`src/rtl/hazard_pkg.sv`:
```
// Shared definitions for the pipeline hazard controller: state encoding,
// architectural constants and the per-cycle access classification.
package hazard_pkg;

    typedef enum logic [0:0] {
        ST_RUN  = 1'b0,
        ST_DATA = 1'b1
    } state_t;

    // Register x0 is hard-wired to zero, so it never creates a dependency.
    localparam logic [4:0]  REG_X0    = 5'd0;
    // Canonical RV32I NOP (addi x0, x0, 0) loaded by a flushed IF/ID register.
    localparam logic [31:0] NOP_INSTR = 32'h0000_0013;
    localparam logic        BUBBLE_ON = 1'b1;

    typedef enum logic [1:0] {
        ACC_NONE   = 2'd0,
        ACC_FREEZE = 2'd1,
        ACC_LAST   = 2'd2
    } acc_cls_t;

endpackage

```
`src/rtl/load_use_detect.sv`:
```
// Load-use hazard detector: the ID instruction reads the register that the
// load currently in EX will only produce after MEM.
module load_use_detect
    import hazard_pkg::*;
(
    input  logic [4:0] ifid_rs1,
    input  logic [4:0] ifid_rs2,
    input  logic       ifid_rs1_used,
    input  logic       ifid_rs2_used,
    input  logic       idex_memrd,
    input  logic [4:0] idex_rd,
    output logic       lu
);

    logic rs1_hit_s;
    logic rs2_hit_s;

    assign rs1_hit_s = ifid_rs1_used && (ifid_rs1 == idex_rd);
    assign rs2_hit_s = ifid_rs2_used && (ifid_rs2 == idex_rd);
    assign lu        = idex_memrd && (idex_rd != REG_X0) && (rs1_hit_s || rs2_hit_s);

endmodule

```
`src/rtl/hazard_ctrl.sv`:
```
// Pipeline stall/bubble/flush controller and unified memory-port arbiter,
// with stall and redirect performance counters.
module hazard_ctrl
    import hazard_pkg::*;
#(
    parameter int DATA_LAT = 1,
    parameter int CNT_W    = 32
) (
    input  logic             clk,
    input  logic             rst,
    input  logic [4:0]       ifid_rs1,
    input  logic [4:0]       ifid_rs2,
    input  logic             ifid_rs1_used,
    input  logic             ifid_rs2_used,
    input  logic             idex_memrd,
    input  logic [4:0]       idex_rd,
    input  logic             exmem_memrd,
    input  logic             exmem_memwr,
    input  logic             ex_redirect,
    output logic             pc_en,
    output logic             ifid_en,
    output logic             ifid_flush,
    output logic             idex_en,
    output logic             idex_flush,
    output logic             exmem_en,
    output logic             memwb_flush,
    output logic             mem_sel,
    output logic [CNT_W-1:0] stall_cnt,
    output logic [CNT_W-1:0] flush_cnt
);

    localparam int LW = (DATA_LAT < 1) ? 1 : $clog2(DATA_LAT + 1);

    state_t           state_q, state_d;
    logic [LW-1:0]    lat_q, lat_d;
    logic [CNT_W-1:0] stall_q, stall_d;
    logic [CNT_W-1:0] flush_q, flush_d;
    acc_cls_t         cls_s;
    logic             acc_s;
    logic             lu_s;
    logic             redirect_s;

    assign acc_s = exmem_memrd || exmem_memwr;

    load_use_detect u_lu (
        .ifid_rs1      (ifid_rs1),
        .ifid_rs2      (ifid_rs2),
        .ifid_rs1_used (ifid_rs1_used),
        .ifid_rs2_used (ifid_rs2_used),
        .idex_memrd    (idex_memrd),
        .idex_rd       (idex_rd),
        .lu            (lu_s)
    );

    // Classify the cycle within a data access and sequence the latency counter.
    always_comb begin
        state_d = state_q;
        lat_d   = lat_q;
        cls_s   = ACC_NONE;
        case (state_q)
            ST_RUN: begin
                if (acc_s) begin
                    if (DATA_LAT <= 1) begin
                        cls_s = ACC_LAST;
                    end else begin
                        cls_s   = ACC_FREEZE;
                        state_d = ST_DATA;
                        lat_d   = LW'(DATA_LAT - 1);
                    end
                end else begin
                    cls_s = ACC_NONE;
                end
            end
            ST_DATA: begin
                if (lat_q > LW'(1)) begin
                    cls_s = ACC_FREEZE;
                    lat_d = lat_q - LW'(1);
                end else begin
                    // A zero count here is unreachable; close the access anyway.
                    cls_s   = ACC_LAST;
                    state_d = ST_RUN;
                    lat_d   = '0;
                end
            end
            default: begin
                state_d = ST_RUN;
                lat_d   = '0;
            end
        endcase
    end

    // Output decode in priority order; a freeze defers redirects and load-use.
    always_comb begin
        pc_en       = 1'b1;
        ifid_en     = 1'b1;
        ifid_flush  = 1'b0;
        idex_en     = 1'b1;
        idex_flush  = 1'b0;
        exmem_en    = 1'b1;
        memwb_flush = 1'b0;
        mem_sel     = 1'b0;
        redirect_s  = 1'b0;
        if (!rst) begin
            pc_en       = 1'b0;
            ifid_en     = 1'b0;
            ifid_flush  = BUBBLE_ON;
            idex_en     = 1'b0;
            idex_flush  = BUBBLE_ON;
            exmem_en    = 1'b0;
            memwb_flush = BUBBLE_ON;
        end else if (cls_s == ACC_FREEZE) begin
            mem_sel     = 1'b1;
            pc_en       = 1'b0;
            ifid_en     = 1'b0;
            idex_en     = 1'b0;
            exmem_en    = 1'b0;
            memwb_flush = BUBBLE_ON;
        end else if (ex_redirect) begin
            redirect_s = 1'b1;
            ifid_flush = BUBBLE_ON;
            idex_flush = BUBBLE_ON;
            mem_sel    = (cls_s == ACC_LAST);
        end else if (cls_s == ACC_LAST) begin
            mem_sel = 1'b1;
            pc_en   = 1'b0;
            if (lu_s) begin
                ifid_en    = 1'b0;
                idex_flush = BUBBLE_ON;
            end else begin
                // Port was busy with data, so nothing was fetched this cycle.
                ifid_flush = BUBBLE_ON;
            end
        end else if (lu_s) begin
            pc_en      = 1'b0;
            ifid_en    = 1'b0;
            idex_flush = BUBBLE_ON;
        end else begin
            mem_sel = 1'b0;
        end
    end

    // Next values of the wrapping performance counters.
    always_comb begin
        stall_d = stall_q;
        flush_d = flush_q;
        if (!pc_en) begin
            stall_d = stall_q + CNT_W'(1);
        end else begin
            stall_d = stall_q;
        end
        if (redirect_s) begin
            flush_d = flush_q + CNT_W'(1);
        end else begin
            flush_d = flush_q;
        end
    end

    // State, latency counter and performance counter registers.
    always_ff @(posedge clk or negedge rst) begin
        if (!rst) begin
            state_q <= ST_RUN;
            lat_q   <= '0;
            stall_q <= '0;
            flush_q <= '0;
        end else begin
            state_q <= state_d;
            lat_q   <= lat_d;
            stall_q <= stall_d;
            flush_q <= flush_d;
        end
    end

    assign stall_cnt = stall_q;
    assign flush_cnt = flush_q;

endmodule

```
`config.mk`:
```
export PLATFORM = sky130hd
export DESIGN_NAME = hazard_ctrl
export DESIGN_NICKNAME = d
export VERILOG_FILES = /design/src/rtl/hazard_pkg.sv /design/src/rtl/load_use_detect.sv /design/src/rtl/hazard_ctrl.sv
export SDC_FILE = /design/constraint.sdc
export NUM_CORES = 1
export LEC_CHECK = 0
export CAP_MARGIN = 20
export CORE_MARGIN = 3
export CORE_UTILIZATION = 50
export DETAILED_ROUTE_END_ITERATION = 8
export PLACE_DENSITY = 0.84
export SLEW_MARGIN = 20
export SYNTH_ARGS = -nofsm -noshare
export SYNTH_HDL_FRONTEND = slang
export SYNTH_SLANG_ARGS = --single-unit
export TNS_END_PERCENT = 100
```
`constraint.sdc`:
```
create_clock -name clk -period 3.3 [get_ports clk]
set_input_delay 0.495 -clock clk [delete_from_list [all_inputs] [get_ports clk]]
set_output_delay 0.495 -clock clk [all_outputs]
set_load 0.01 [all_outputs]
```
==> metrics, run 1 <==
First DRT Iteration DRCs=72; Post-DP Area=0.00413 mm^2; Worst EP required=2.80 ns; P&R area growth vs syn=38.3%; routed via count=2521; CP Cell Sequence=clkdlybuf4s50_1 -> or4_1 -> o21a_1 -> a21boi_0 -> o21ai_0 -> inv_1 -> clkdlybuf4s50_1; total routed wirelength=7120 um; final hold viol count=0; share of cells above drive strength 1=6.28%; Yosys top cell area share=51.2%; number of library cell types mapped by synthesis=29; postcts setup bufs=0; nets@finish=419; CTS Buf Count=9; leakage power total=1.99 nW; Fmax=315 MHz; Setup crit start=idex_rd[1]; Final min period=3.18 ns; DP HPWL=5180 um; remaining antenna violation count=0; Final Non-Filler Cells=473; reg2reg start=stall_cnt[11]$_DFFE_PN0N_; RSZ-0062 raised after global routing=false; Setup TNS Final=0 ns; CORE AREA=0.00599 mm^2; largest net degree at the start of global routing=44; Netlist Area Pre-Place=0.00313 mm^2; yosys warns=0; normalized max-slew margin=54.2%; Die X=85.1 um; area leader, netlist=dfrtp_1; RD Place Congestion=0.903; min-delay worst type=in -> async; Hold Buf Count CTS=0; slowest cell delay on critical path=0.56 ns; via/cell ratio=5.33; R2R depth=6; syn nets=318; Slew @ Worst Pin=0.686 ns; Clock Sinks=64; Placed Cells=458; clk_skew=0.00900 ns; I/O pins=95; WS Path Type=in -> out; Design Area, Final=0.00433 mm^2; Die ar.=0.00725 mm^2; CTS root buf=clkbuf_8; FP Rows=28; sequential area share after synthesis=51.2%; worst vdd rail ir drop=0.000299 V; port buffer count=94; max_cap viols=0; Ant. Diodes=0; Initial Util=52.3%; post-cts sizing count=0; Max Fanout on Critical Path=3; largest buffer count on any clock path=2; register-to-register setup slack=1.22 ns; Critical Path AT=2.68 ns; Pwr Total=2.02 mW; Worst path most repeated cell=clkdlybuf4s50_1; grt total ovfl=0; Final Util=72.3%; Crit-path slowest cell=or4_1; First-pass DRT Iterations=4; CTS tree=built; initial antenna violation count=0; Fillers=437; r2r endpoint=stall_cnt[31]$_DFFE_PN0N_; WP buf/inv=3; clock slew at reported path FFs=0.07 ns; Final period util=96.4%; Cells after Synth=293; Die H=85.1 um; Area contributors post-synth=dfrtp_1, xor2_1, xnor2_1, nand2_1, nor4_1; max-slew violation count=0; first-pass GRT wire length=12200 um; FF+latch area=0.00160 mm^2; flops & latches, synth=64; # H-tree levels=3; DRC violations left=0; Final setup viols=0; CP endpoint kind=primary output; Multi-input gate area=0.00144 mm^2; worst skew pair latency=0.34 ns; vias in the first global route=2491; Wirelength per Cell=15.1 um; status=completed; Avg Synthesized Cell Area=10.7 um^2; GRT Total Usage=21.1%; PwrDens=468 mW/mm^2; cell family with the largest share of critical-path delay=buffers and inverters; crit start category=input pin
==> layout make-up <==
type                    instances  share of cell area, %
clock buffers                  11                   3.27
clock inverters                 4                   1.27
inverters                       3                  0.260
multi-input cells             215                   33.2
flip-flops and latches         64                   37.0
well taps                      75                   2.17
repair buffers                101                   22.8
==> state kept, by name (all words and copies together) (netlist names) <==
signal	cells
flush_cnt	32
stall_cnt	32
==> cell usage in the layout (no fill, tap or decap), types with 2 or more instances in the layout <==
cell             Yosys  final
o21ai_0              2      2
nor2_1              14     14
clkbuf_8             0     10
and4_1               6      6
nor4_1              18     18
nand2_1             33     33
and3_1              13     13
clkinv_4             0      2
buf_4                3      7
inv_1                3      3
nand4_1             13     13
ha_1                 2      2
nand3_1             20     20
clkdlybuf4s50_1      0     93
nor3b_1              3      3
nor3_1               8      8
dfrtp_1             64     64
xor2_1              41     41
nor4b_1              2      2
xnor2_1             31     31
==> synthesized netlist by cell type <==
library cell and count:
and3_1 13, dfrtp_1 64, buf_4 3, nor4_1 18, nor2b_1 1, o22ai_1 1
a21boi_0 1, nand4_1 13, nor3b_1 3, xnor2_1 31, nand2_1 33, nand3_1 20
mux2_2 1, ha_1 2, a2111oi_4 1, and2_2 1, inv_1 3, or4_1 1
and2_1 1, buf_6 3, clkbuf_1 1, xor2_1 41, and4_1 6, nor2_1 14
nor4b_1 2, nor3_1 8, buf_2 4, o21a_1 1, o21ai_0 2
==> logic make-up (layout without fill, tap and decap cells) <==
| kind of cell | count (synthesis) | in the layout | synth area share (%) |
|---|---|---|---|
| AND/OR/NAND/NOR | 134 | 134 | 22.7 |
| XOR/XNOR | 72 | 72 | 20.1 |
| flip-flops | 64 | 64 | 51.2 |
| buffers and inverters | 14 | 119 | 2.92 |
| AO/OA/AOI/OAI | 6 | 6 | 1.88 |
| adder cells (fa/ha/maj) | 2 | 2 | 0.799 |
| multiplexers | 1 | 1 | 0.360 |
==> through the flow <==
stage	hold WS, ns	worst slack [ns]
floorplan	0.199	1.17
global placement	0.458	0.217
detailed placement	0.462	0.123
CTS	0.277	0.117
global route	0.299	0.0545
finish	0.278	0.120
==> worst max-delay path by stage <==
stage	end	cells after the start
after floorplan	pc_en	5
after global placement	pc_en	7
after detailed placement	pc_en	7
after CTS	pc_en	7
after global routing	pc_en	7
final	pc_en	7
==> report_power, final <==
group	total, mW	internal [mW]	switching (mW)	leakage (nW)
Combinational	0.416	0.231	0.185	1.02
Sequential	0.945	0.856	0.0894	0.873
Clock	0.663	0.368	0.295	0.0956
==> layer usage <==
layer	vias up	track usage (%)	wire, um
li1	1219	-	-
met1	1219	29.6	3250
met2	76	32.3	3390
met4	0	5.47	70
met3	7	6.21	413
met5	-	0	0
Power figures use the tool's default switching activity.
==> run 2: changes to the inputs <==
- SYNTH_HIERARCHICAL: not set -> 1
==> metrics, run 2 <==
Yosys top cell area share=50.6% (-0.55 points); Net Sw Power=0.597 mW (+4.8%); max-slew violation count=0 (unchanged); final hold viol count=0 (unchanged); initial antenna violation count=0 (unchanged); Setup TNS Final=0 ns (unchanged); post-route worst setup slack=0.121 ns (+0.000529 ns); P&R area growth vs syn=39.8%; DP HPWL=5410 um (+4.4%); Final min period=3.18 ns (-0.000529 ns); register-to-register setup slack=1.46 ns (+0.24 ns); nets@finish=418 (-0.24%); remaining antenna violation count=0 (unchanged); First-pass DRT Iterations=4 (unchanged); Max Fanout on Critical Path=2 (-1); CP endpoint kind=primary output; r2r endpoint=flush_cnt[12]$_DFFE_PN0P_; WP buf/inv=3 (unchanged); sw frac=27.4% (-0.72 points); leakage power total=1.97 nW (-0.85%); CTS Buf Count=9 (unchanged); Pwr Total=2.18 mW (+7.6%); CORE AREA=0.00603 mm^2 (+0.58%); clock slew at reported path FFs=0.07 ns (about the same); vias in the first global route=2640 (+6.0%); min-delay worst type=in -> async; ys async rst share=100% (unchanged); Internal=1.58 mW (+8.6%); Setup crit start=idex_rd[0]; dpl ws=-0.176 ns (-0.299 ns); Area contributors post-synth=dfrtp_1, xnor2_1, xor2_1, nand4_1, nand3_1; worst vdd rail ir drop=0.000321 V (+7.3%); port buffer count=94 (unchanged); PwrDens=492 mW/mm^2 (+5.3%); area leader, netlist=dfrtp_1; Post-DP Area=0.00420 mm^2 (+1.7%); Clock Sinks=64 (unchanged); Slew @ Worst Pin=0.633 ns (-0.0524 ns); Die H=85.6 um (+0.50%); worst skew pair latency=0.33 ns (about the same); Cells after Synth=287 (-2.0%); Crit-path slowest cell=or4b_4; logic gate share of total power=21.3% (+0.7 points); WS Path Type=in -> out; syn nets=312 (-1.9%); top cells by count, synth=dfrtp_1, xnor2_1, xor2_1, nand3_1, nand4_1; Final period util=96.3% (about the same); sequential area share after synthesis=50.6% (-0.55 points); routed via count=2535 (+0.56%); FP Rows=28 (unchanged); Worst EP required=2.80 ns (about the same); clk_skew=0.0150 ns (+0.00602 ns); Post-synth top flop=dfrtp_1; Initial Util=52.5% (+0.26 points); Critical Path Stages=8 (+1); slowest cell delay on critical path=0.54 ns (-0.02 ns); DRC violations left=0 (unchanged); Die ar.=0.00732 mm^2 (+1.0%); R2R depth=5 (-1); reg2reg start=flush_cnt[0]$_DFFE_PN0P_; commonest non-fill, non-tap cell in the layout=clkdlybuf4s50_1; I/O pins=95 (unchanged); grt total ovfl=0 (unchanged); GRT Total Usage=21.3% (+0.19 points); Wirelength per Cell=15.7 um (+4.0%); Critical Path AT=2.68 ns (about the same); most common cell in the synthesized netlist=dfrtp_1; clock share of power=34.7% (+2.0 points); largest net degree at the start of global routing=50 (+14%); commonest non-fill, non-tap cells in the layout=clkdlybuf4s50_1, dfrtp_1, xnor2_1, xor2_1, nand3_1; Netlist Area Pre-Place=0.00316 mm^2 (+1.1%); Die X=85.6 um (+0.50%); RSZ-0062 raised after global routing=false; first-pass GRT wire length=12500 um (+2.4%); CTS root buf=clkbuf_8; Post-synth EDFFs=0 (unchanged); largest buffer count on any clock path=2 (unchanged); status=completed; # H-tree levels=3 (unchanged); Hold Buf Count CTS=0 (unchanged); Ant. Diodes=0 (unchanged); CP Cell Sequence=clkdlybuf4s50_1 -> or4_1 -> o21ai_1 -> a21oi_1 -> or4b_4 -> and2_1 -> inv_1 -> dlygate4sd2_1; flops & latches, synth=64 (unchanged); Seq pwr share=44.0% (-2.7 points); Avg Synthesized Cell Area=11.0 um^2 (+3.2%); Design Area, Final=0.00442 mm^2 (+2.2%); CTS tree=built; yosys warns=6 (+6); cell family with the largest share of critical-path delay=simple AND/OR/NAND/NOR gates; Worst Setup EP=pc_en; number of library cell types mapped by synthesis=31 (+6.9%); max_cap viols=0 (unchanged); share of cells above drive strength 1=10.1% (+3.8 points); Final setup viols=0 (unchanged); RD Place Congestion=0.801 (-11%); crit start category=input pin; First DRT Iteration DRCs=114 (+58%); total routed wirelength=7390 um (+3.8%); via/cell ratio=5.37 (+0.77%); Fmax=315 MHz (about the same); normalized max-slew margin=57.5% (+3.4 points)
## run 2: changes by cell type after synthesis, moves of 3 or more
| cell | change |
|---|---|
| and3_1 | -6 |
| buf_2 | -3 |
| xnor2_1 | +5 |
| nor3_2 | +7 |
| nand2_1 | -16 |
| nand4_1 | +6 |
| and2_1 | +8 |
| inv_1 | +5 |
| nor4_1 | -10 |
| nor3b_1 | -3 |
| xor2_1 | -5 |
## run 2: kinds of logic after synthesis
| family | synth area share (%) |
|---|---|
| compound gates | 0.712 |
| buf+inv | 3.24 |
| mux | 0.830 |
| flops | 50.6 |
| fa+ha+maj | 0.791 |
| xor+xnor | 19.9 |
| simple gates | 23.9 |
## run 2: timing repair
item                                    4_1_cts  5_1_grt
resized for setup                             1        0
endpoints found under the setup margin        1        0
hold endpoints to repair                      0        0
buffers inserted                              0        0
## run 2: routing by layer
| layer | track usage (%) | vias up | share of wire [%] | routed length [um] |
|---|---|---|---|---|
| li1 | - | 1209 | - | - |
| met1 | 27.9 | 1250 | 43 | 3150 |
| met2 | 35.4 | 68 | 51 | 3750 |
| met3 | 5.48 | 8 | 5.7 | 418 |
| met4 | 5.76 | 0 | 1.0 | 74 |
| met5 | 0 | - | 0 | 0 |
## run 2: worst min path at each step
| stage | start | to | cells past startpoint |
|---|---|---|---|
| final | rst | flush_cnt[9]$_DFFE_PN0P_ | 1 |
| after global routing | rst | flush_cnt[17]$_DFFE_PN0P_ | 1 |
| after CTS | rst | flush_cnt[18]$_DFFE_PN0P_ | 1 |
| after detailed placement | rst | flush_cnt[18]$_DFFE_PN0P_ | 1 |
| after global placement | rst | flush_cnt[16]$_DFFE_PN0P_ | 1 |
| after floorplan | rst | flush_cnt[0]$_DFFE_PN0P_ | 0 |
## run 2: cell type report
type                            instances  area (um^2)
Sequential cell                        64         1600
Multi-Input combinational cell        205         1460
Timing Repair Buffer                  105         1020
Clock buffer                           12          155
Clock inverter                          3         65.1
Tap cell                               75         93.8
Inverter                                8         30.0
Fill cell                             469         1600
## run 2: power by group through the flow
stage | combinational [mW] | clock, mW | sequential (mW)
after floorplan | 0.179 | 0 | 0.989
after global placement | 0.456 | 0 | 0.969
after detailed placement | 0.471 | 0 | 0.971
after CTS | 0.474 | 0.765 | 0.959
after global routing | 0.510 | 0.800 | 0.975
final | 0.464 | 0.755 | 0.959
## run 2: metrics by stage
step                utilization (%)  hold slack [ns]  instances
global route                   73.4           0.0626        472
detailed placement             69.8            0.399        457
CTS                            73.4           0.0462        472
global placement               69.8            0.397        457
floorplan                         -            0.199        287
finish                         73.4           0.0500        472
## run 2: worst register-to-register path, cell delays in order (launching register included)
cell and delay, ns:
dfrtp_1 0.41, ha_1 0.18, nand3_1 0.17, nor3_2 0.58, nand4_1 0.21, xnor2_1 0.17
